### src/rtl/bcd_bin_conv_seq.sv
// bcd_bin_conv_seq: iterative bidirectional BCD/binary converter with valid/ready handshakes
module bcd_bin_conv_seq #(
   parameter int N  = 4,
   parameter int BW = 14
) (
   input  logic           clk,
   input  logic           rst,
   input  logic           in_valid,
   output logic           in_ready,
   input  logic           mode,
   input  logic [4*N-1:0] din,
   output logic           out_valid,
   input  logic           out_ready,
   output logic [4*N-1:0] dout,
   output logic           err_digit,
   output logic           err_ovf
);
   localparam int W  = 4*N;
   localparam int CW = $clog2(BW+1);
   function automatic longint p10(int n);
      longint r = 1;
      for (int i = 0; i < n; i++) r = r * 10;
      return r;
   endfunction
   localparam logic [BW:0] LIM = (BW+1)'(p10(N));
   typedef enum logic [1:0] {IDLE, CONV, DONE} state_t;
   state_t          state, state_n;
   logic [CW-1:0]   cnt;
   logic            md;
   logic [W+BW-1:0] work, dd_r, add3, dd_l, step;
   logic            bad_digit, bad_ovf, bad, accept, last;
   assign accept = in_valid && in_ready;
   assign last   = cnt == CW'(BW-1);
   // operand validation, evaluated on the raw din at the accept edge
   always_comb begin
      bad_digit = 1'b0;
      for (int i = 0; i < N; i++) bad_digit |= din[4*i +: 4] > 4'd9;
      bad_ovf = ((din >> BW) != '0) || ({1'b0, din[BW-1:0]} >= LIM);
      bad = mode ? bad_ovf : bad_digit;
   end
   // one iteration of reverse double-dabble (mode 0) or double-dabble (mode 1)
   always_comb begin
      dd_r = work >> 1;
      for (int i = 0; i < N; i++)
         if (dd_r[BW+4*i +: 4] >= 4'd8) dd_r[BW+4*i +: 4] = dd_r[BW+4*i +: 4] - 4'd3;
      add3 = work;
      for (int i = 0; i < N; i++)
         if (add3[BW+4*i +: 4] >= 4'd5) add3[BW+4*i +: 4] = add3[BW+4*i +: 4] + 4'd3;
      dd_l = add3 << 1;
      step = md ? dd_l : dd_r;
   end
   // state register
   always_ff @(posedge clk)
      state <= rst ? IDLE : state_n;
   // next-state logic; invalid operands skip straight to DONE
   always_comb
      state_n = state == IDLE ? (in_valid ? (bad ? DONE : CONV) : IDLE) :
                state == CONV ? (last ? DONE : CONV) :
                (out_ready ? IDLE : DONE);
   // handshake outputs decoded from state
   always_comb begin
      in_ready  = state == IDLE;
      out_valid = state == DONE;
   end
   // datapath: operand capture, iteration, result/flag load
   always_ff @(posedge clk)
      if (rst) begin
         cnt       <= '0;
         md        <= 1'b0;
         work      <= '0;
         dout      <= '0;
         err_digit <= 1'b0;
         err_ovf   <= 1'b0;
      end else if (accept) begin
         md        <= mode;
         cnt       <= '0;
         work      <= mode ? {{W{1'b0}}, din[BW-1:0]} : {din, {BW{1'b0}}};
         dout      <= '0;
         err_digit <= !mode && bad_digit;
         err_ovf   <= mode && bad_ovf;
      end else if (state == CONV) begin
         work <= step;
         cnt  <= cnt + 1'b1;
         if (last) dout <= md ? step[W+BW-1:BW] : W'(step[BW-1:0]);
      end
endmodule

### config.mk
export PLATFORM = sky130hd
export DESIGN_NAME = bcd_bin_conv_seq
export DESIGN_NICKNAME = d
export VERILOG_FILES = /design/src/rtl/bcd_bin_conv_seq.sv
export SDC_FILE = /design/constraint.sdc
export NUM_CORES = 1
export LEC_CHECK = 0
export CAP_MARGIN = 5
export CORE_ASPECT_RATIO = 1.4
export CORE_UTILIZATION = 32
export DETAILED_ROUTE_END_ITERATION = 8
export PLACE_DENSITY_LB_ADDON = 0.3
export SLEW_MARGIN = 15
export SYNTH_ARGS = -nofsm -noshare
export SYNTH_HDL_FRONTEND = slang
export SYNTH_SLANG_ARGS = --single-unit
export TNS_END_PERCENT = 20
### constraint.sdc
create_clock -name clk -period 2.3 [get_ports clk]
set_clock_uncertainty 0.2 [all_clocks]
set_input_delay 0.46 -clock clk [delete_from_list [all_inputs] [get_ports clk]]
set_output_delay 0.46 -clock clk [all_outputs]
set_load 0.005 [all_outputs]
==> results.yml, run 1 <==
run_status:
  status: "complete, but fails checks"
  failed_checks: "DRC"
timing:
  timing.final.ws_setup_ns: 0.222
  timing.final.crit_share_pct: 90.4
  timing.max_slew.rel_slack_pct: 66.3
  tightest_slew_ns: 0.501
  setup_viol_count_final: 0
  grt_setup_unrepaired: "false"
  max_slew_violations: 0
  finalHoldViolations: 0
  max_clock_freq_mhz: 481
  min_period_ns: 2.08
  timing.hold.ws_ns: 0.256
yosys:
  synth_warnings: 0
  mappedNetlistNets: 461
  synth_enable_flop_cells: 0
  async_reset_ff_share_pct: 0
  fraction_of_the_yosys_area_taken_by_sequential_cells_pct: 32.6
  synth-main-ff-cell: "dfxtp_1"
  post_synth_num_cell_types: 53
  avgSynthCellArea_um2: 8.02
  postSynthRegisterBits: 55
  syn_inst: 421
  netlist_area_um2: 3380
setup_path:
  worstSetupStartpointType: "input pin"
  setup.reg_to_reg.worst_slack_ns: 0.30
  cp-end-kind: "register"
  depth_of_the_worst_register_to_register_path: 7
  r2r-start: "work[19]"
  r2r_end: "work[22]"
  critical_path_arrival_ns: 2.09
  critPathMaxFanout: 14
  crit_required_ns: 2.31
  timing.setup.critical_path_class: "input pin to register"
place:
  placed_cells: 607
  dp_hpwl_um: 7660
  io_buffer_count: 40
  place.gp.congestion: 0.899
  place_ws_ns: -0.108
die:
  dieHeight_um: 124
  chipWidth_um: 88.8
  floorplan.initialDensity_pct: 32.8
  fp.dieArea_um2: 11000
  core_area_um2: 10300
  io_pins: 41
  placementRows: 44
power_and_ir_drop:
  internal-power_mw: 1.88
  combinationalPowerShare_pct: 26.2
  static-leakage-power_nw: 1.55
  power_frac_seq_pct: 40.3
  max-vdd-ir-drop_mv: 0.341
  powerDensity_nw_per_um2: 627
  total_switching_power_uw: 817
  clock_power_share_pct: 33.5
  power.switching_fraction_pct: 30.3
layout:
  final_layout_size_suffix_gt1_share_pct: 13.0
  num_antenna_cells: 0
  layoutNonFillerInstCount: 615
  area_delta_synth_final_pct: 27.3
  num-nets-final: 516
  final.fill_count: 1056
routing:
  final_antenna_net_count: 0
  remaining_drc_errors: 1
  firstDrtPassIters: 7
  detail_route.iter0.violations: 255
  viasPerCell: 5.47
  via_count: 3365
  wl_per_cell_um: 16.7
  totalWireLength_um: 10300
clock_network:
  setup_fix_bufs_post_cts: 0
  clock_sink_count: 55
  clk_latency_worst_skew_pair_ns: 0.30
  cts_inserted_buffers: 5
  postCtsResizedCells: 0
  clock_tree.root_cell: "clkbuf_16"
  holdBufCountCts: 0
  htree_num_levels: 2
  cts.clk_slew.worst_paths_ns: 0.07
  clock_path_buffers: 2
  tritoncts: "yes"
worst_hold_path:
  worst_min_delay_path_category: "register to register"
  hold_start: "err_ovf"
  min_path_cells: 2
  worst_hold_path.endpoint: "err_ovf"
global_route:
  pin_count_of_the_biggest_net_entering_global_routing: 51
  grt_pass1_vias: 3126
  grt_pass1_wl_um: 16300
  grt_usage_pct: 19.9
  global_route.overflow_total: 0
  antenna_found_initial: 0
job:
  maxCapViolations: 0
## metrics by stage
step	TNS, ns	cell area [um^2]	utilization (%)	power, mW
2_1_floorplan	0	3380	-	1.53
3_3_place_gp	-0.338	4120	40.1	1.79
3_5_place_dp	-0.787	4120	40.1	1.80
4_1_cts	0	4300	41.7	2.71
5_1_grt	0	4300	41.7	2.83
6_report	0	4300	41.7	2.69
## cells in the mapped netlist (8+ instances only)
cell type | count | area (um^2)
a211oi_1 | 12 | 90.1
a21oi_1 | 48 | 240
a31oi_1 | 15 | 93.8
buf_2 | 11 | 55.1
clkbuf_1 | 13 | 48.8
dfxtp_1 | 55 | 1100
ha_1 | 19 | 238
inv_1 | 15 | 56.3
mux2_2 | 8 | 90.1
nand2_1 | 50 | 188
nand2b_1 | 13 | 81.3
nor2_1 | 24 | 90.1
nor2b_1 | 11 | 68.8
nor3_1 | 8 | 40.0
o21ai_0 | 22 | 110
## critical path, stage by stage
cell and delay (ns):
clkdlybuf4s50_1 0.48, or3b_1 0.37, buf_4 0.22, nor2_4 0.20, a21oi_1 0.12, a221oi_2 0.24
## power by group through the flow
stage / combinational (mW) / clock, mW / sequential, mW
3_3_place_gp: 0.688 / 0 / 1.10
4_1_cts: 0.701 / 0.921 / 1.08
2_1_floorplan: 0.443 / 0 / 1.09
6_report: 0.707 / 0.902 / 1.09
3_5_place_dp: 0.698 / 0 / 1.11
5_1_grt: 0.774 / 0.959 / 1.10
## cells by family (layout without fill, tap and decap cells)
| group | Yosys count | count (layout) | share of synthesized area (%) |
|---|---|---|---|
| multiplexers | 14 | 14 | 4.45 |
| AO/OA/AOI/OAI | 147 | 147 | 28.4 |
| flip-flops | 55 | 55 | 32.6 |
| XOR/XNOR | 10 | 10 | 2.59 |
| buffers and inverters | 47 | 103 | 6.63 |
| adder cells (fa/ha/maj) | 19 | 19 | 7.04 |
| AND/OR/NAND/NOR | 129 | 129 | 18.3 |
## registers in the layout (all words and copies together) (netlist names)
register   cells
md             1
dout          16
state          2
work          30
err_digit      1
err_ovf        1
cnt            4
## area by class of cell
| cell class | instances | area (um^2) | area share, % |
|---|---|---|---|
| multi-input combinational | 319 | 2050 | 47.7 |
| tap | 138 | 173 | 4.02 |
| clock buffer | 6 | 139 | 3.23 |
| inverter | 17 | 63.8 | 1.48 |
| clock inverter | 2 | 35.0 | 0.815 |
| sequential | 55 | 1100 | 25.6 |
| timing repair buffer | 78 | 736 | 17.1 |
## worst max-delay path by stage
| stage | start | depth (start not counted) | endpoint | slack [ns] |
|---|---|---|---|---|
| after floorplan | work[15] | 6 | work[18] | 0.29 |
| after global placement | in_valid | 6 | work[22] | -0.09 |
| after detailed placement | in_valid | 6 | work[22] | -0.11 |
| after CTS | in_valid | 6 | work[22] | 0.20 |
| after global routing | work[23] | 6 | work[24] | 0.07 |
| final | in_valid | 6 | work[18] | 0.22 |
## cells in the final DEF, fill, tap and decap left out, types with 4 or more instances in the layout
master,count
xor2_1,4
a211oi_1,12
nand2_1,50
clkdlybuf4s50_1,40
a2111oi_0,4
o211ai_1,5
a22o_1,5
nand2b_1,13
clkbuf_16,5
o21ai_0,22
ha_1,19
buf_4,34
mux2_2,8
buf_12,4
a31oi_1,15
inv_1,15
nor2b_1,11
a311o_1,6
dfxtp_1,55
a21oi_1,48
xnor2_1,6
nor2_1,24
a211o_1,5
mux2i_1,6
o22ai_1,7
nand3_1,7
nor3_1,8
## layer usage
metal / vias up / GRT usage, % / wire [um]
met2: 97 / 33.8 / 5230
met3: 13 / 3.20 / 378
met4: 0 / 7.36 / 230
li1: 1632 / - / -
met1: 1623 / 25.0 / 4420
met5: - / 0 / 0
(Power assumes the default switching activity.)
==> inputs of run 2 (changes only) <==
Settings changed: CORE_UTILIZATION 32 to 55.
==> run 2 against run 1 <==
The run now ends clean. Combinational power shrank 5.2%. Maximum frequency fell by 1.3%. First-iteration DRC count grew 18%. Utilization increased by 27 points. Final area fell by 6.1%. Critical path depth unchanged. Sequential cell count is the same. Critical path type is now register to register. Sequential power is essentially flat. Clock power decreased by 38%.
==> results.yml, run 2 (synthesis gave the netlist of run 1 again) <==
power_and_ir_drop:
  max-vdd-ir-drop_mv: 0.597
  static-leakage-power_nw: 1.44
  powerDensity_nw_per_um2: 575
die:
  chipWidth_um: 68.2
  fp.dieArea_um2: 6460
  dieHeight_um: 94.7
  io_pins: 41
  floorplan.initialDensity_pct: 57.2
  core_area_um2: 5900
  placementRows: 33
setup_path:
  critPathMaxFanout: 6
  largest_stage_delay_worst_path_ns: 0.46
  crit_chain: "inv_1 > ha_1 > nand2b_1 > a21o_1 > a211o_1 > a2111oi_0"
  worstSetupStartpointType: "register"
  critical-path-top-delay-family: "compound AO/OA/AOI/OAI gates"
  crit_required_ns: 2.31
  cp.buffers_inverters: 1
  critical_path_arrival_ns: 2.12
  cp_slowest_cell: "dfxtp_1"
  timing.setup.critical_path_class: "register to register"
  setup.reg_to_reg.worst_slack_ns: 0.20
  cp-end-kind: "register"
global_route:
  antenna_found_initial: 0
  grt_pass1_vias: 3175
  grt_pass1_wl_um: 14900
  global_route.overflow_total: 0
  pin_count_of_the_biggest_net_entering_global_routing: 51
  grt_usage_pct: 30.8
layout:
  final_layout_size_suffix_gt1_share_pct: 10.6
  largest_register_ffs: 30
  area_delta_synth_final_pct: 19.5
  commonest_non_fill_non_tap_cell_in_the_layout: "dfxtp_1"
  top_regs: "work: 30 flops, dout: 16 flops, cnt: 4 flops"
  layoutNonFillerInstCount: 534
  final_cell_mix: "dfxtp_1 (55), nand2_1 (50), a21oi_1 (48)"
  largest-register: "work"
  finish.utilization_pct: 68.3
  num_antenna_cells: 0
  num-nets-final: 503
clock_network:
  setup_fix_bufs_post_cts: 0
  clk_latency_worst_skew_pair_ns: 0.32
  postCtsResizedCells: 0
  clock_sink_count: 55
  cts.clk_slew.worst_paths_ns: 0.11
  cts_inserted_buffers: 5
  holdBufCountCts: 0
  tritoncts: "yes"
  clock_path_buffers: 2
  htree_num_levels: 2
  clock_tree.root_cell: "clkbuf_8"
routing:
  firstDrtPassIters: 5
  final_antenna_net_count: 0
  via_count: 3391
  totalWireLength_um: 9360
  viasPerCell: 6.35
  wl_per_cell_um: 17.5
  detail_route.iter0.violations: 300
  remaining_drc_errors: 0
run_status:
  status: "complete, no violations"
timing:
  tightest_slew_ns: 0.416
  timing.final.crit_share_pct: 91.5
  min_period_ns: 2.10
  timing.final.ws_setup_ns: 0.195
  max_slew_violations: 0
  timing.max_slew.rel_slack_pct: 71.6
  grt_setup_unrepaired: "false"
  max_clock_freq_mhz: 475
  tns_ns: 0
  finalHoldViolations: 0
  setup_viol_count_final: 0
job:
  maxCapViolations: 0
place:
  placed_cells: 526
  io_buffer_count: 40
  dp_hpwl_um: 6830
  place.gp.congestion: 0.899
  place_ws_ns: -0.0559
worst_hold_path:
  worst_min_delay_path_category: "register to register"
-- run 2: final timing paths --
kind / from / end / depth (start not counted)
min reg2reg: err_ovf / err_ovf / 2
max reg2reg: work[23] / work[24] / 6
max: work[23] / work[24] / 6
min: err_ovf / err_ovf / 2
-- run 2: report_power, final --
group / leakage [nW] / internal [mW] / switching (mW)
Sequential: 0.449 / 1.01 / 0.0751
Combinational: 0.952 / 0.298 / 0.372
Clock: 0.0408 / 0.219 / 0.343
Total: 1.44 / 1.53 / 0.790
-- run 2: layout make-up --
class,instances,area (um^2)
multi-input combinational,319,2050
fill,526,1870
sequential,55,1100
timing repair buffer,65,638
tap,70,87.6
clock buffer,5,68.8
inverter,17,63.8
clock inverter,3,23.8
-- run 2: worst register-to-register path, cell delays in order, from the launching register on --
cell       delay [ns]
dfxtp_1          0.46
inv_1            0.13
ha_1             0.19
nand2b_1         0.16
a21o_1           0.21
a211o_1          0.32
a2111oi_0        0.33
-- run 2: through the flow --
stage	area [um^2]	power, mW	hold slack (ns)
finish	4030	2.32	0.269
floorplan	3380	1.53	0.248
detailed placement	3940	1.76	0.253
global placement	3940	1.74	0.243
global route	4030	2.43	0.294
CTS	4030	2.31	0.268
-- run 2: metal layers --
layer	vias to the layer above	track usage, %	share of wire [%]
met1	1604	37.5	40
met5	-	0	0
met4	0	17.2	3.8
met3	30	5.31	7.3
li1	1610	-	-
met2	147	49.8	49
